==> src/rtl/rgb_led_scheduler.sv <==
// rgb_led_scheduler: round-robin arbiter that lends one active-low RGB LED to a requester
// for a fixed display window, followed by an optional dark gap.
module rgb_led_scheduler #(
  parameter int NUM_REQ     = 4,
  parameter int HOLD_CYCLES = 2000000,
  parameter int GAP_CYCLES  = 12000
) (
  input  logic                   clk,
  input  logic                   rst,
  input  logic [NUM_REQ-1:0]     req,
  input  logic [3*NUM_REQ-1:0]   color,
  output logic [NUM_REQ-1:0]     grant,
  output logic                   busy,
  output logic                   RGB_R,
  output logic                   RGB_G,
  output logic                   RGB_B
);
  localparam int MAXC = HOLD_CYCLES > GAP_CYCLES ? HOLD_CYCLES : GAP_CYCLES;
  localparam int CW   = $clog2(MAXC + 1);
  localparam int PW   = $clog2(NUM_REQ);
  typedef enum logic [1:0] {IDLE, SHOW, GAP} state_t;
  state_t               state_q, state_d;
  logic [CW-1:0]        cnt_q, cnt_d;
  logic [PW-1:0]        rr_ptr_q, rr_ptr_d, win_q, win_d, pick, next_ptr;
  logic [2:0]           color_q, color_d, pick_color, rgb_q, rgb_d;
  logic [NUM_REQ-1:0]   grant_q, grant_d;
  logic                 busy_q, busy_d;
  logic [2*NUM_REQ-1:0] req_rot;
  logic [6*NUM_REQ-1:0] color_rot;
  int                   pick_sum;
  // Rotate so bit k is requester (rr_ptr+k) mod NUM_REQ; lowest set k wins.
  always_comb begin
    req_rot    = {req, req} >> rr_ptr_q;
    color_rot  = {color, color} >> (3 * rr_ptr_q);
    pick_sum   = 0;
    pick_color = '0;
    for (int k = NUM_REQ - 1; k >= 0; k--)
      if (req_rot[k]) begin
        pick_sum   = int'(rr_ptr_q) + k;
        pick_color = color_rot[3*k +: 3];
      end
    pick     = PW'(pick_sum >= NUM_REQ ? pick_sum - NUM_REQ : pick_sum);
    next_ptr = win_q == PW'(NUM_REQ - 1) ? '0 : win_q + 1'b1;
  end
  always_comb begin
    state_d  = state_q;
    cnt_d    = cnt_q;
    rr_ptr_d = rr_ptr_q;
    win_d    = win_q;
    color_d  = color_q;
    case (state_q)
      IDLE: if (|req) begin
        state_d = SHOW;
        cnt_d   = CW'(HOLD_CYCLES - 1);
        win_d   = pick;
        color_d = pick_color;
      end
      SHOW: if (cnt_q == '0) begin
        rr_ptr_d = next_ptr;
        state_d  = GAP_CYCLES > 0 ? GAP : IDLE;
        cnt_d    = GAP_CYCLES > 0 ? CW'(GAP_CYCLES - 1) : '0;
      end else cnt_d = cnt_q - 1'b1;
      GAP: if (cnt_q == '0) state_d = IDLE;
           else cnt_d = cnt_q - 1'b1;
      default: state_d = IDLE;
    endcase
    grant_d = state_d == SHOW ? NUM_REQ'(1) << win_d : '0;
    busy_d  = state_d != IDLE;
    rgb_d   = state_d == SHOW ? ~color_d : 3'b111;
  end
  always_ff @(posedge clk) begin
    if (rst) begin
      state_q  <= IDLE;
      cnt_q    <= '0;
      rr_ptr_q <= '0;
      win_q    <= '0;
      color_q  <= '0;
      grant_q  <= '0;
      busy_q   <= 1'b0;
      rgb_q    <= 3'b111;
    end else begin
      state_q  <= state_d;
      cnt_q    <= cnt_d;
      rr_ptr_q <= rr_ptr_d;
      win_q    <= win_d;
      color_q  <= color_d;
      grant_q  <= grant_d;
      busy_q   <= busy_d;
      rgb_q    <= rgb_d;
    end
  end
  assign grant                = grant_q;
  assign busy                 = busy_q;
  assign {RGB_R, RGB_G, RGB_B} = rgb_q;
endmodule
==> config.mk <==
export PLATFORM = sky130hd
export DESIGN_NAME = rgb_led_scheduler
export DESIGN_NICKNAME = d
export VERILOG_FILES = /design/src/rtl/rgb_led_scheduler.sv
export SDC_FILE = /design/constraint.sdc
export NUM_CORES = 1
export LEC_CHECK = 0
export ABC_AREA = 0
export CAP_MARGIN = 10
export CORE_MARGIN = 2
export CORE_UTILIZATION = 55
export CTS_CLUSTER_DIAMETER = 150
export DETAILED_ROUTE_END_ITERATION = 10
export PLACE_DENSITY = 0.79
export SETUP_SLACK_MARGIN = 0.3
export SLEW_MARGIN = 20
export SYNTH_ARGS = -nofsm -noshare
export SYNTH_HDL_FRONTEND = slang
export SYNTH_SLANG_ARGS = --single-unit
export TNS_END_PERCENT = 100
==> constraint.sdc <==
create_clock -name clk -period 4.56 [get_ports clk]
set_input_delay 0.456 -clock clk [delete_from_list [all_inputs] [get_ports clk]]
set_output_delay 0.456 -clock clk [all_outputs]
set_load 0.01 [all_outputs]
# Yosys cells after proc, flatten, opt, wreduce, memory -nomap -nowiden
# Index checks and enable logic that the tools add are counted.
# word_totals
ff_bits	38
out_inout_bits	8
# op_classes
eq_ne	6
shift	3
bitwise	2
n_lt_le_gt_ge	1
mul	1
muxes	22
n_reduce_logical	8
add_sub_neg	6
# ops
op	n
two-way mux 32 bit	3
two-way mux 21 bit	3
case mux 21 bit (3 select lines)	1
greater-or-equal comparator 32 x 4 -> 1 bit, second input constant	1
>> shifter 24 x 4 -> 12 bit	1
zero test 21 bit	1
two-way mux 3 bit	7
subtractor 21 x 1 -> 21 bit, second input constant	1
two-way mux 2 bit	7
>> shifter 8 x 2 -> 4 bit	1
adder 2 x 2 -> 3 bit, second input constant	2
case mux 2 bit (3 select lines)	1
equality test 2 x 1 -> 1 bit, second input constant	2
equality test 2 bit, second input constant	2
multiplier 2 x 2 -> 4 bit, first input constant	1
inequality test 2 bit, second input constant	2
OR reduction 4 bit	1
<< shifter 1 x 2 -> 4 bit, first input constant	1
adder 2 x 1 -> 3 bit, second input constant	1
inverter 3 bit	1
AND reduction 3 bit	1
nonzero test 3 bit	1
adder 2 x 1 -> 2 bit, second input constant	1
zero test 2 bit	1
5 further kinds	5

# Logic depth before layout (Yosys ltp)
# logic_depth
depth_word	10
depth_mapped	13

# Least setup slack after synthesis
# No wires, ideal clock.
# synth_path
kind	register to register
from	register rr_ptr_q[0]
to	register rgb_q[1]
t_arrival_ps	3496
stages_incl_launch_ff	12
synth_period_minus_slack_ps	3624
path_slack_ps	936
t_required_ps	4433
path_cell_list	dfxtp_1 clkbuf_1 inv_1 clkbuf_1 ha_1 buf_1 clkbuf_1 clkbuf_1 mux4_2 a22oi_1 o22ai_1 or3b_1
# synth_via
elab_chain_cells	9
elab_cells_between_ends	10
classes_between	1 x mul; 2 x shift; 6 x mux; 1 x bitwise
# synth_lines
item	line	text
from (decl)	24	logic [PW-1:0] rr_ptr_q, rr_ptr_d, win_q, win_d, pick, next_ptr;
from (signal assigned)	84	rr_ptr_q <= rr_ptr_d;
multiplier 2 x 2 -> 4 bit	34	color_rot = {color, color} >> (3 * rr_ptr_q);
>> shifter 24 x 4 -> 12 bit	34	
two-way mux 3 bit (3 in series)	38	if (req_rot[k]) begin
two-way mux 3 bit (*)	38	
two-way mux 3 bit (*)	52	IDLE: if (|req) begin
two-way mux 3 bit (*)	51	case (state_q)
inverter 3 bit (*)	69	rgb_d = state_d == SHOW ? ~color_d : 3'b111;
to (signal assigned)	89	rgb_q <= rgb_d;
to (decl)	25	logic [2:0] color_q, color_d, pick_color, rgb_q, rgb_d;
# Mark *: on every way between the ends. The rest lies on a longest branch, timed or not.
# A chain may end at the register's enable or synchronous reset.

# Worst setup path after layout
# layout_path
from	register rr_ptr_q[1]
to	register color_q[2]
# layout_via
elab_chain_cells	8
elab_cells_between_ends	9
classes_between	1 x mul; 2 x shift; 6 x mux
# layout_lines
item	line	text
multiplier 2 x 2 -> 4 bit	34	
>> shifter 24 x 4 -> 12 bit	34	
two-way mux 3 bit (3 in series)	38	
two-way mux 3 bit (*)	38	
two-way mux 3 bit (*)	52	
two-way mux 3 bit (*)	51	
to (signal assigned)	86	color_q <= color_d;
to (decl)	25	
# Marks and branches as above.

==> impl_metrics.tcl <==
set metrics [dict create \
    finalCritPeriodShare_pct 75.4 \
    start_util_pct 56.3 \
    final_area_sq_mm 0.00368 \
    path_cells "ha_1 > buf_4 > mux4_2 > mux2i_1 > o221ai_1 > a211o_1 > and3_1" \
    min_path_cells 2 \
    postCtsHoldBufs 0 \
    cts_tree "built" \
    ant_nets 0 \
    cts_buffers 5 \
    finalSetupViolCount 0 \
    synthesis.nets 432 \
    synth.distinct_cells 60 \
    wire_per_inst_um 17.9 \
    cp-end-kind "flip-flop" \
    placeableCoreArea_sq_mm 0.00589 \
    synth_seq_cells 38 \
    cts_buffer_depth 2 \
    drtIter0Drc 336 \
    r2r_start "rr_ptr_q[1]" \
    syn_to_final_growth_pct 11.0 \
    grt_max_degree 35 \
    synth_edf_count 0 \
    comb_power_share_pct 29.7 \
    vias_per_cell 6.70 \
    hold_class "reg -> reg" \
    placed_area_sq_mm 0.00357 \
    required_ns 4.75 \
    syn_inst 405 \
    cts.sink_count 38 \
    ir_drop_mv 0.186 \
    power_mw 0.962 \
    synth_area_sq_mm 0.00332 \
    grt_usage_pct 26.8 \
    diodes 0 \
    grt.overflow.total 0 \
    h-tree-depth 2 \
    drc_errors 0 \
    powerDensity_mw_per_mm2 261 \
    synth_warnings 0 \
    worst_pin_slew_ns 0.874 \
    power.internal_mw 0.652 \
    final_cell_mix "nor2_1, dfxtp_1, a21oi_1" \
    rsz0062_at_grt "no" \
    min_to "cnt_q[14]" \
    startpoint_type "flip-flop" \
    cap_violations 0 \
    row_count 28 \
    wl_mm 8.70 \
    cpPeakStageDelay_ns 0.86 \
    crit_fanout 20 \
    cts.clk_slew.worst_paths_ns 0.08 \
    clock_skew_ns 0.00834 \
    path_class "reg -> reg" \
    status "complete, no violations" \
    crit_slowest_cell "ha_1" \
    grt_pass1_vias 2922 \
    antenna_found_initial 0 \
    via_count 3263 \
    layout.nets 438 \
    async_flop_share_pct 0 \
    layout_commonest_cell "nor2_1" \
    p_leak_nw 1.32 \
    cp.arrival_ns 3.63 \
    reg2reg_to "color_q[2]" \
    p_switching_mw 0.310 \
    first_pass_iters 5 \
    syn_area_per_cell_sq_um 8.19 \
    synthTopCellsByArea "dfxtp_1, mux4_2, mux2i_1" \
    tns_ns 0 \
    p_clk_share_pct 29.4 \
    port_buffers 25 \
    die_y_um 81.6 \
    fmax_mhz 291 \
    relSlewSlack_pct 41.7 \
    post_cts_resized 0 \
    finalHoldViolCount 0 \
    synth_seq_area_share_pct 22.9 \
    finalMaxSlewViolations 0 \
    worstSkewPairLatency_ns 0.29 \
    sw_frac_of_total_pct 32.2 \
    postCtsSetupBuffers 0 \
    io-pin-count 26 \
    clockRootBuffer "clkbuf_8" \
    routabilityCongestion 0.874 \
    die_w_um 81.6 \
    min-delay-start "cnt_q[14]" \
    fin_crit_ns 3.44 \
    drive_gt1_share_pct 10.2 \
    yosys.area.top_type "dfxtp_1" \
    grt_pass1_wl_mm 14.0 \
    r2r_setup_slack_ns 1.12 \
    reg2regPathDepth 7 \
    die-area_sq_mm 0.00667 \
    dpl.hpwl_mm 6.21 \
    yosysTopAreaCellShare_pct 22.9 \
    synth_ff_type "dfxtp_1" \
    p_seq_share_pct 40.9 \
]
[state kept, by name (all words and copies together), names as in the netlist]
name	count
busy	1
grant	4
state_q	2
color_q	3
win_q	2
rr_ptr_q	2
cnt_q	21
rgb_q	3
[per-layer routing]
metal  wire, um  GRT usage, %  vias up
met1       3660          34.8     1502
li1           -             -     1571
met3        640          4.40       20
met5          0             0        -
met4        142          7.00        0
met2       4250          46.5      170
[logic make-up after synthesis]
logic type      after synthesis  synth area share [%]
flops                        38                  22.9
mux                          45                  20.2
buf+inv                      41                  4.94
simple gates                152                  24.0
xor+xnor                      3                 0.793
compound gates              117                  23.7
fa+ha+maj                     9                  3.40
[power by group through the flow]
| stage | Combinational (mW) | Clock [mW] | Sequential (mW) |
|---|---|---|---|
| after global placement | 0.275 | 0 | 0.400 |
| after floorplan | 0.195 | 0 | 0.396 |
| after detailed placement | 0.280 | 0 | 0.400 |
| after global routing | 0.315 | 0.301 | 0.399 |
| final | 0.285 | 0.283 | 0.394 |
| after CTS | 0.281 | 0.287 | 0.393 |
[cell type report]
| cell class | count | area (sq um) |
|---|---|---|
| clock buffers | 7 | 76.3 |
| well taps | 75 | 93.8 |
| repair buffers | 31 | 295 |
| flip-flops and latches | 38 | 761 |
| multi-input cells | 326 | 2390 |
| clock inverters | 1 | 30.0 |
| inverters | 9 | 33.8 |
| fillers | 503 | 2200 |
[per-stage QoR]
stage                     setup WS [ns]  cells  hold WS [ns]  utilization, %
final                              1.12    487         0.494            62.5
after global routing              0.926    487         0.521            62.5
after CTS                          1.16    487         0.496            62.5
after detailed placement           1.18    479         0.483            60.7
after global placement             1.30    479         0.480            60.7
after floorplan                   0.936    405         0.460               -
[synth_stat cells, types with 3 or more instances]
cell type / number
inv_1: 9
ha_1: 9
dfxtp_1: 38
nand3_1: 12
o2111ai_1: 3
o41ai_1: 4
nor4_1: 9
nor2b_1: 4
o21ai_0: 25
mux2i_1: 22
a31oi_1: 5
nor3_1: 14
o211ai_1: 8
a21o_1: 3
xor2_1: 3
nand2b_1: 8
o31ai_1: 5
o21ai_1: 3
mux4_2: 17
and3_1: 6
mux2_2: 6
nor2_1: 39
clkbuf_1: 27
o221ai_1: 4
and2_1: 3
o22ai_1: 5
nand2_1: 27
a22oi_1: 3
a221oi_1: 3
a21oi_1: 28
nor3b_1: 4
nand4_1: 3
or4_1: 7
or3_1: 3
[critical path: cells and delay by family, from the launching register on]
family / cells / cell delay, ns
flops: 1 / 0.75
buf+inv: 1 / 0.33
compound gates: 2 / 0.50
fa+ha+maj: 1 / 0.86
simple gates: 1 / 0.15
mux: 2 / 0.74
[how the worst max path moves through the flow]
stage | end | slack, ns | start
final | color_q[2] | 1.12 | rr_ptr_q[1]
after detailed placement | color_q[2] | 1.18 | rr_ptr_q[1]
after floorplan | rgb_q[1] | 0.94 | rr_ptr_q[0]
after CTS | color_q[2] | 1.16 | rr_ptr_q[1]
after global placement | color_q[2] | 1.30 | rr_ptr_q[1]
after global routing | color_q[2] | 0.93 | rr_ptr_q[1]
Power figures use the tool's default switching activity.
